## config.mk

```make
export PLATFORM = sky130hd
export DESIGN_NAME = mask_threshold_ctrl
export DESIGN_NICKNAME = d
export VERILOG_FILES = /design/src/rtl/mask_ctrl_pkg.sv /design/src/rtl/sat_counter.sv /design/src/rtl/mask_threshold_ctrl.sv
export SDC_FILE = /design/constraint.sdc
export NUM_CORES = 1
export LEC_CHECK = 0
export BUFFER_PORTS_ARGS = -buffer_cell sky130_fd_sc_hd__buf_4
export CAP_MARGIN = 25
export CORE_MARGIN = 5
export CORE_UTILIZATION = 30
export CTS_CLUSTER_SIZE = 25
export DETAILED_ROUTE_END_ITERATION = 8
export GPL_ROUTABILITY_DRIVEN = 0
export PLACE_DENSITY = 0.51
export SETUP_SLACK_MARGIN = 0.1
export SLEW_MARGIN = 20
export SYNTH_ARGS = -nofsm -noshare
export SYNTH_HDL_FRONTEND = slang
export SYNTH_HIERARCHICAL = 1
export SYNTH_SLANG_ARGS = --single-unit
```

## constraint.sdc

```tcl
create_clock -name clk_in -period 2.1 [get_ports clk_in]
set_clock_uncertainty 0.1 [all_clocks]
set_input_delay 0.105 -clock clk_in [delete_from_list [all_inputs] [get_ports clk_in]]
set_output_delay 0.105 -clock clk_in [all_outputs]
set_load 0.01 [all_outputs]
```

## src/rtl/mask_ctrl_pkg.sv

```systemverilog
// Shared types and widths for the luma-mask threshold controller.
package mask_ctrl_pkg;

    localparam int COUNT_W  = 20;
    localparam int THRESH_W = 10;
    localparam int HCOUNT_W = 11;
    localparam int VCOUNT_W = 10;

    typedef enum logic [1:0] {
        IDLE,
        ACCUM,
        EVAL,
        COMMIT
    } state_t;

    typedef enum logic [1:0] {
        HOLD,
        UP,
        DOWN
    } decision_t;

endpackage

```

## src/rtl/sat_counter.sv

```systemverilog
// Saturating up-counter with synchronous clear and load; clear has priority over load.
module sat_counter #(
    parameter int WIDTH = 20
) (
    input  logic             clk,
    input  logic             rst_n,
    input  logic             clear,
    input  logic             load,
    input  logic [WIDTH-1:0] load_value,
    input  logic             inc,
    output logic [WIDTH-1:0] count
);

    always_ff @(posedge clk or negedge rst_n) begin
        if (!rst_n) begin
            count <= '0;
        end else if (clear) begin
            count <= '0;
        end else if (load) begin
            count <= load_value;
        end else if (inc && (count != {WIDTH{1'b1}})) begin
            count <= count + WIDTH'(1);
        end
    end

endmodule

```

## src/rtl/mask_threshold_ctrl.sv

```systemverilog
// Counts masked pixels per frame and nudges the masking threshold toward a target population.
module mask_threshold_ctrl
    import mask_ctrl_pkg::*;
#(
    parameter int H_MAX       = 1023,
    parameter int V_MAX       = 767,
    parameter int INIT_THRESH = 63,
    parameter int STEP        = 4
) (
    input  logic                clk_in,
    input  logic                rst_n_in,
    input  logic                data_valid_in,
    input  logic                mask_in,
    input  logic [HCOUNT_W-1:0] hcount_in,
    input  logic [VCOUNT_W-1:0] vcount_in,
    input  logic [COUNT_W-1:0]  target_in,
    input  logic [15:0]         hyst_in,
    input  logic                manual_in,
    input  logic [THRESH_W-1:0] manual_thresh_in,
    input  logic                freeze_in,
    output logic [THRESH_W-1:0] threshold_out,
    output logic                update_out,
    output logic [COUNT_W-1:0]  frame_count_out,
    output logic                busy_out
);

    localparam logic [THRESH_W-1:0] STEP_T = THRESH_W'(STEP);

    state_t              state;
    state_t              state_next;
    decision_t           decision;
    logic                first_beat;
    logic                last_beat;
    logic                cnt_clear;
    logic                cnt_load;
    logic                cnt_inc;
    logic [COUNT_W-1:0]  count;
    logic [COUNT_W:0]    hi_wide;
    logic [COUNT_W-1:0]  hi;
    logic [COUNT_W-1:0]  lo;
    logic [COUNT_W-1:0]  hyst_ext;
    logic [THRESH_W:0]   thr_sum;
    logic [THRESH_W-1:0] thr_up;
    logic [THRESH_W-1:0] thr_down;
    logic [THRESH_W-1:0] thr_next;

    assign first_beat = data_valid_in && (hcount_in == '0) && (vcount_in == '0);
    assign last_beat  = data_valid_in && (hcount_in == HCOUNT_W'(H_MAX))
                                      && (vcount_in == VCOUNT_W'(V_MAX));

    sat_counter #(
        .WIDTH(COUNT_W)
    ) u_count (
        .clk        (clk_in),
        .rst_n      (rst_n_in),
        .clear      (cnt_clear),
        .load       (cnt_load),
        .load_value (COUNT_W'(mask_in)),
        .inc        (cnt_inc),
        .count      (count)
    );

    always_ff @(posedge clk_in or negedge rst_n_in) begin
        if (!rst_n_in) begin
            state <= IDLE;
        end else begin
            state <= state_next;
        end
    end

    // A (0,0) beat always restarts the count, so a resync mid-frame needs no extra state.
    always_comb begin
        state_next = state;
        cnt_clear  = 1'b0;
        cnt_load   = 1'b0;
        cnt_inc    = 1'b0;
        case (state)
            IDLE: begin
                if (first_beat) begin
                    cnt_load   = 1'b1;
                    state_next = ACCUM;
                end
            end
            ACCUM: begin
                if (first_beat) begin
                    cnt_load = 1'b1;
                end else if (data_valid_in) begin
                    cnt_inc = mask_in;
                    if (last_beat) begin
                        state_next = EVAL;
                    end
                end
            end
            EVAL: begin
                state_next = COMMIT;
            end
            COMMIT: begin
                cnt_clear  = 1'b1;
                state_next = IDLE;
            end
            default: begin
                state_next = IDLE;
            end
        endcase
    end

    assign hyst_ext = COUNT_W'(hyst_in);
    assign hi_wide  = {1'b0, target_in} + {1'b0, hyst_ext};
    assign hi       = hi_wide[COUNT_W] ? {COUNT_W{1'b1}} : hi_wide[COUNT_W-1:0];
    assign lo       = (target_in > hyst_ext) ? (target_in - hyst_ext) : '0;

    always_ff @(posedge clk_in or negedge rst_n_in) begin
        if (!rst_n_in) begin
            decision <= HOLD;
        end else if (state == EVAL) begin
            if (count > hi) begin
                decision <= UP;
            end else if (count < lo) begin
                decision <= DOWN;
            end else begin
                decision <= HOLD;
            end
        end
    end

    assign thr_sum  = {1'b0, threshold_out} + {1'b0, STEP_T};
    assign thr_up   = thr_sum[THRESH_W] ? {THRESH_W{1'b1}} : thr_sum[THRESH_W-1:0];
    assign thr_down = (threshold_out >= STEP_T) ? (threshold_out - STEP_T) : '0;

    always_comb begin
        thr_next = threshold_out;
        if (manual_in) begin
            thr_next = manual_thresh_in;
        end else if (!freeze_in) begin
            case (decision)
                UP:      thr_next = thr_up;
                DOWN:    thr_next = thr_down;
                default: thr_next = threshold_out;
            endcase
        end
    end

    // busy_out decodes the next state so it lines up with the state register itself.
    always_ff @(posedge clk_in or negedge rst_n_in) begin
        if (!rst_n_in) begin
            threshold_out   <= THRESH_W'(INIT_THRESH);
            frame_count_out <= '0;
            update_out      <= 1'b0;
            busy_out        <= 1'b0;
        end else begin
            update_out <= (state == COMMIT);
            busy_out   <= (state_next != IDLE);
            if (state == COMMIT) begin
                frame_count_out <= count;
                threshold_out   <= thr_next;
            end
        end
    end

endmodule
```

Word level (Yosys, flattened, before mapping)
Index checks and enable logic that the tools add are counted.

word-level totals
  output and inout bits = 32
  register bits = 56
  input port bits = 73

cells by class
  eq/ne operators = 9
  muxes and demuxes = 23
  add/sub/neg operators = 5
  reduce and logical (&&, ||, !) cells = 13
  $lt $le $gt $ge = 4

operators with widths
  cell                     count
  $mux W20                 5
  $mux W10                 4
  $add A20 B16 Y21         1
  $add A20 B1 Y20 const B  1
  $gt A20 B16 Y1           1
  $gt A20 B20 Y1           1
  $lt A20 B20 Y1           1
  $ne A20 B20 Y1 const B   1
  $pmux W10 S2             1
  $sub A20 B16 Y20         1
  $mux W2                  6
  $add A10 B3 Y11 const B  1
  $eq A11 B10 Y1 const B   1
  $logic_not A11 Y1        1
  $eq A10 B10 Y1 const B   1
  $ge A10 B3 Y1 const B    1
  $logic_not A10 Y1        1
  $sub A10 B3 Y10 const B  1
  $pmux W2 S4              1
  $eq A2 B2 Y1 const B     3
  $mux W1                  6
  $reduce_bool A3 Y1       2
  $logic_and A1 B1 Y1      5
  $eq A2 B1 Y1 const B     2
  5 further kinds          5

Logic depth before layout (Yosys ltp)
  word-level depth = 9
  mapped depth = 20

Hierarchy
Netlist, hierarchy kept.

modules (own cells, without submodules)
  module               instances  cells each  area each (um2)
  mask_threshold_ctrl  1          601         4787.1
  sat_counter          1          151         1348.8

Least setup slack after synthesis
OpenSTA, ideal clock, no wires.

  kind = input to register
  start = input port hyst_in[12]
  end = register decision[1]
  data arrival time = 3.504 ns
  stages on the path = 20
  path slack = -1.590 ns
  path buffers = 3
  setup time = 0.086 ns
  path through = inv_1 -> ha_1 -> buf_6 -> or4_4 -> nand2b_4 -> nor2_4 -> a311oi_4 -> o31ai_4 -> and3_1 -> buf_6 -> buf_8 -> nor2_1 -> ha_1 -> a21o_1 -> a211oi_1 -> a21oi_1 -> a211oi_1 -> o21ai_0 -> and3_1 -> nor3_1

between the ends
  cells in the longest elaborated chain, start to end = 5

ends and longest elaborated chain
  element                                                    RTL line                    RTL
  start, declared                                            mask_threshold_ctrl.sv:17   input logic [15:0] hyst_in,
  $sub A20 B16 Y20 / $gt A20 B16 Y1 (equally long branches)  mask_threshold_ctrl.sv:110  assign lo = (target_in > hyst_ext) ? (target_in - hyst_ext) : '0;
  $mux W20                                                   mask_threshold_ctrl.sv:110
  $lt A20 B20 Y1                                             mask_threshold_ctrl.sv:118  end else if (count < lo) begin
  $mux W2                                                    mask_threshold_ctrl.sv:118
  $mux W2 *                                                  mask_threshold_ctrl.sv:116  if (count > hi) begin
  end signal, assigned                                       mask_threshold_ctrl.sv:117  decision <= UP;
  end signal, assigned                                       mask_threshold_ctrl.sv:119  decision <= DOWN;
  end signal, assigned                                       mask_threshold_ctrl.sv:121  decision <= HOLD;
  end, declared                                              mask_threshold_ctrl.sv:31   decision_t decision;

Mark *: on every way between the ends. The rest lies on a longest branch, timed or not.
A chain may end at the register's enable or synchronous reset.

Worst setup path in the final report
  start = input port target_in[0]
  end = register decision[1]

between the ends
  cells in the longest elaborated chain, start to end = 5

ends and longest elaborated chain
  element                                                    RTL line                    RTL
  start, declared                                            mask_threshold_ctrl.sv:16   input logic [COUNT_W-1:0] target_in,
  $sub A20 B16 Y20 / $gt A20 B16 Y1 (equally long branches)  mask_threshold_ctrl.sv:110
  $mux W20                                                   mask_threshold_ctrl.sv:110
  $lt A20 B20 Y1                                             mask_threshold_ctrl.sv:118
  $mux W2                                                    mask_threshold_ctrl.sv:118
  $mux W2 *                                                  mask_threshold_ctrl.sv:116

Marked as above.

==> metrics.md <==
| Metric | Value |
|---|---|
| Number of antenna violations at the first check in global routing | `0` |
| RSZ-0062 raised after global routing | `true` |
| Yosys warns | `6` |
| GRT Total Usage | `15.9%` |
| CTS root buffer | `clkbuf_16` |
| Critical path class | `primary input to flip-flop` |
| Clock Tree Buf Depth | `2` |
| Startpoint Class | `primary input` |
| # diodes | `0` |
| Worst hold path startpoint | `manual_thresh_in[3]` |
| Vias per inst | `4.84` |
| FF-to-FF Start | `threshold_out[3]$_DFFE_PN1P_` |
| Clock Sinks | `56` |
| I/O Buffers | `104` |
| Crit-path max FO | `3` |
| Fin crit period | `3300 ps` |
| Worst setup margin | `-1200 ps` |
| Failing checks | `setup timing` |
| Total congestion overflow | `0` |
| DP HPWL | `15500 µm` |
| Yosys reg bits | `56` |
| Endpoints failing setup | `8` |
| Area growth syn-to-layout | `59.7%` |
| Starting Density | `30.4%` |
| Synth Area per Inst | `8.16 µm²` |
| Worst hold stages | `3` |
| Final period utilization | `157%` |
| Cells on worst reg2reg path | `9` |
| Fin. Hold Viols | `0` |
| Iteration-0 DRC Markers | `351` |
| Final nets | `1202` |
| Routed WL | `19400 µm` |
| Max-cap violations | `0` |
| Fmax | `303 MHz` |
| Flop2flop setup slack | `-50 ps` |
| Hold endpoint | `threshold_out[3]$_DFFE_PN1P_` |
| Worst setup EP type | `flip-flop` |
| Post-place setup slack | `-1830 ps` |
| Via count of the first global-routing pass | `6316` |
| Worst R2R End | `threshold_out[5]$_DFFE_PN1P_` |
| Top_reg_cell synth | `dfrtp_1` |
| Rel. slew slack | `50.6%` |
| Unique masters post-synth | `74` |
| Post-route ant nets | `0` |
| Total power per unit cell area | `380 nW/µm²` |
| WL/cell | `14.7 µm` |
| WP data required | `2230 ps` |
| Leak | `4.54 nW` |
| H-tree depth | `2` |
| Rows | `52` |
| Residual DRC | `0` |
| Worst hold slack | `16.7 ps` |
| CORE AREA | `20200 µm²` |
| Die height | `153 µm` |
| Clock Pin Slew Worst Setup and Hold Paths | `80 ps` |
| Worst slew pin tran | `741 ps` |
| Worst VDD drop | `0.295 mV` |
| Power Total | `3.72 mW` |
| First drt pass iteration count | `4` |
| Vias | `6409` |
| Worst-Skew Late Latency | `300 ps` |
| Post-synth EDFFs | `0` |
| # fillers | `1999` |
| Area of the die | `23400 µm²` |
| Hold/Removal Path Class | `primary input to flip-flop` |
| Die X | `153 µm` |
| First-pass GRT wire length | `31600 µm` |
| Max Slew Vio Count | `0` |
| Share of post-route cells with drive strength above 1 | `45.6%` |
| Post-Syn Area | `6140 µm²` |
| Status | `finished with violations` |
| IO Pins | `105` |
| Gate count of the mapped netlist | `752` |
| Largest net degree at the start of global routing | `57` |
| WP data arrival | `3430 ps` |
| Register area share after synthesis | `23.0%` |
| Num CTS Buffers | `5` |
| CTS tree | `built` |
| Ys async rst share | `100%` |
how the worst max path moves through the flow:
| stage | from | end | cells past startpoint |
|---|---|---|---|
| floorplan | hyst_in[12] | decision[1]$_DFFE_PN0P_ | 20 |
| global placement | target_in[0] | decision[1]$_DFFE_PN0P_ | 20 |
| detailed placement | target_in[0] | decision[1]$_DFFE_PN0P_ | 20 |
| CTS | target_in[0] | decision[1]$_DFFE_PN0P_ | 19 |
| global route | hyst_in[9] | decision[1]$_DFFE_PN0P_ | 18 |
| finish | target_in[0] | decision[1]$_DFFE_PN0P_ | 21 |
layer usage:
| layer | global-route usage (%) | vias to the layer above | part of all wire [%] |
|---|---|---|---|
| met5 | 0 | - | 0 |
| met4 | 3.65 | 0 | 1.5 |
| met3 | 1.67 | 20 | 3.2 |
| met2 | 27.4 | 121 | 48 |
| met1 | 21.4 | 2956 | 47 |
| li1 | - | 3312 | - |
metrics by stage:
step	area, µm²	utilization, %	setup TNS [ps]	std cells
finish	9800	48.6	-2530	1323
global route	9800	48.6	-3480	1323
CTS	9190	45.5	-2700	1310
detailed placement	8620	42.8	-3950	1286
global placement	8610	42.7	-4050	1285
floorplan	6360	-	-2860	771
where the power goes:
| part | internal [mW] | switching, mW |
|---|---|---|
| clock | 0.577 | 0.437 |
| combinational | 0.813 | 0.764 |
| sequential | 1.10 | 0.0294 |
synth_stat cells (4+ instances only):
cell | count | area (µm²)
a21oi_1 | 62 | 310
dfstp_2 | 6 | 158
xor2_1 | 5 | 43.8
mux2_2 | 22 | 248
nand2_1 | 68 | 255
clkbuf_1 | 19 | 71.3
nor3_1 | 17 | 85.1
nor2b_1 | 8 | 50.1
nand2b_1 | 10 | 62.6
nor4_1 | 15 | 93.8
and3_1 | 11 | 68.8
nor3b_1 | 4 | 30.0
a211oi_1 | 12 | 90.1
buf_2 | 9 | 45.0
a31oi_1 | 7 | 43.8
o21bai_1 | 5 | 37.5
a221oi_1 | 5 | 43.8
nand3_1 | 17 | 85.1
or4_1 | 5 | 37.5
dfrtp_1 | 50 | 1250
mux2i_1 | 4 | 40.0
buf_6 | 6 | 67.6
nand4_1 | 17 | 106
ha_1 | 75 | 938
nor2_1 | 58 | 218
o31ai_1 | 11 | 82.6
inv_1 | 48 | 180
o211ai_1 | 4 | 30.0
o21ai_0 | 47 | 235
a21o_1 | 10 | 75.1
xnor2_1 | 35 | 307
and2_1 | 8 | 50.1
layout by cell type (no fill, tap or decap), types with 18 or more instances in the layout:
| cell | count |
|---|---|
| xnor2_1 | 33 |
| o21ai_1 | 18 |
| nand2_1 | 65 |
| ha_1 | 59 |
| buf_6 | 25 |
| nor2_1 | 52 |
| conb_1 | 20 |
| inv_1 | 41 |
| mux2_2 | 22 |
| buf_4 | 278 |
| o21ai_0 | 27 |
| a21oi_1 | 54 |
| dfrtp_1 | 41 |
cells by family (layout without fill, tap and decap cells):
group / after synthesis / in the layout / share of synthesized area (%)
and+or+nand+nor: 258 / 258 / 21.5
buffers and inverters: 89 / 371 / 6.67
muxes: 26 / 26 / 4.69
xor gates and xnor gates: 40 / 40 / 5.71
other: 1 / 20 / 0.0611
adders and majority gates: 77 / 77 / 15.9
DFF: 56 / 56 / 23.0
AOI/OAI and AO/OA: 205 / 205 / 22.5
worst max-delay path, stage by stage:
cell and delay (ps):
buf_6 90, buf_6 100, ha_4 150, fa_2 350, a21oi_2 130, buf_4 130
o41ai_4 80, a311oi_4 310, o31ai_4 110, and3_4 210, buf_6 120, a2111oi_4 200
ha_1 300, buf_4 140, nand3_1 60, nand2_1 50, a221o_1 290, a21oi_1 110
o21ai_1 90, and3_1 160, nor3_2 140
registers in the layout (all words and copies together) (netlist names):
signal,flops
busy_out,1
decision,2
frame_count_out,20
state,2
threshold_out,10
u_count/count,20
update_out,1
area by class of cell:
cell class / count / area, µm² / share of cell area [%]
multi-input combinational: 626 / 5170 / 52.8
timing repair buffer: 313 / 2490 / 25.4
tap: 270 / 338 / 3.45
inverter: 50 / 204 / 2.08
sequential: 56 / 1420 / 14.5
clock inverter: 3 / 50.0 / 0.511
clock buffer: 5 / 125 / 1.28
repair_timing:
action | 4_1_cts | 5_1_grt
pin swaps | 43 | 76
hold endpoints to repair | 57 | 0
resized for setup | 52 | 109
setup endpoints to repair | 19 | 23
hold buffers | 8 | 0
gates cloned | 0 | 0
buffers inserted | 8 | 14
No activity file was read; power rests on OpenSTA's default activity.
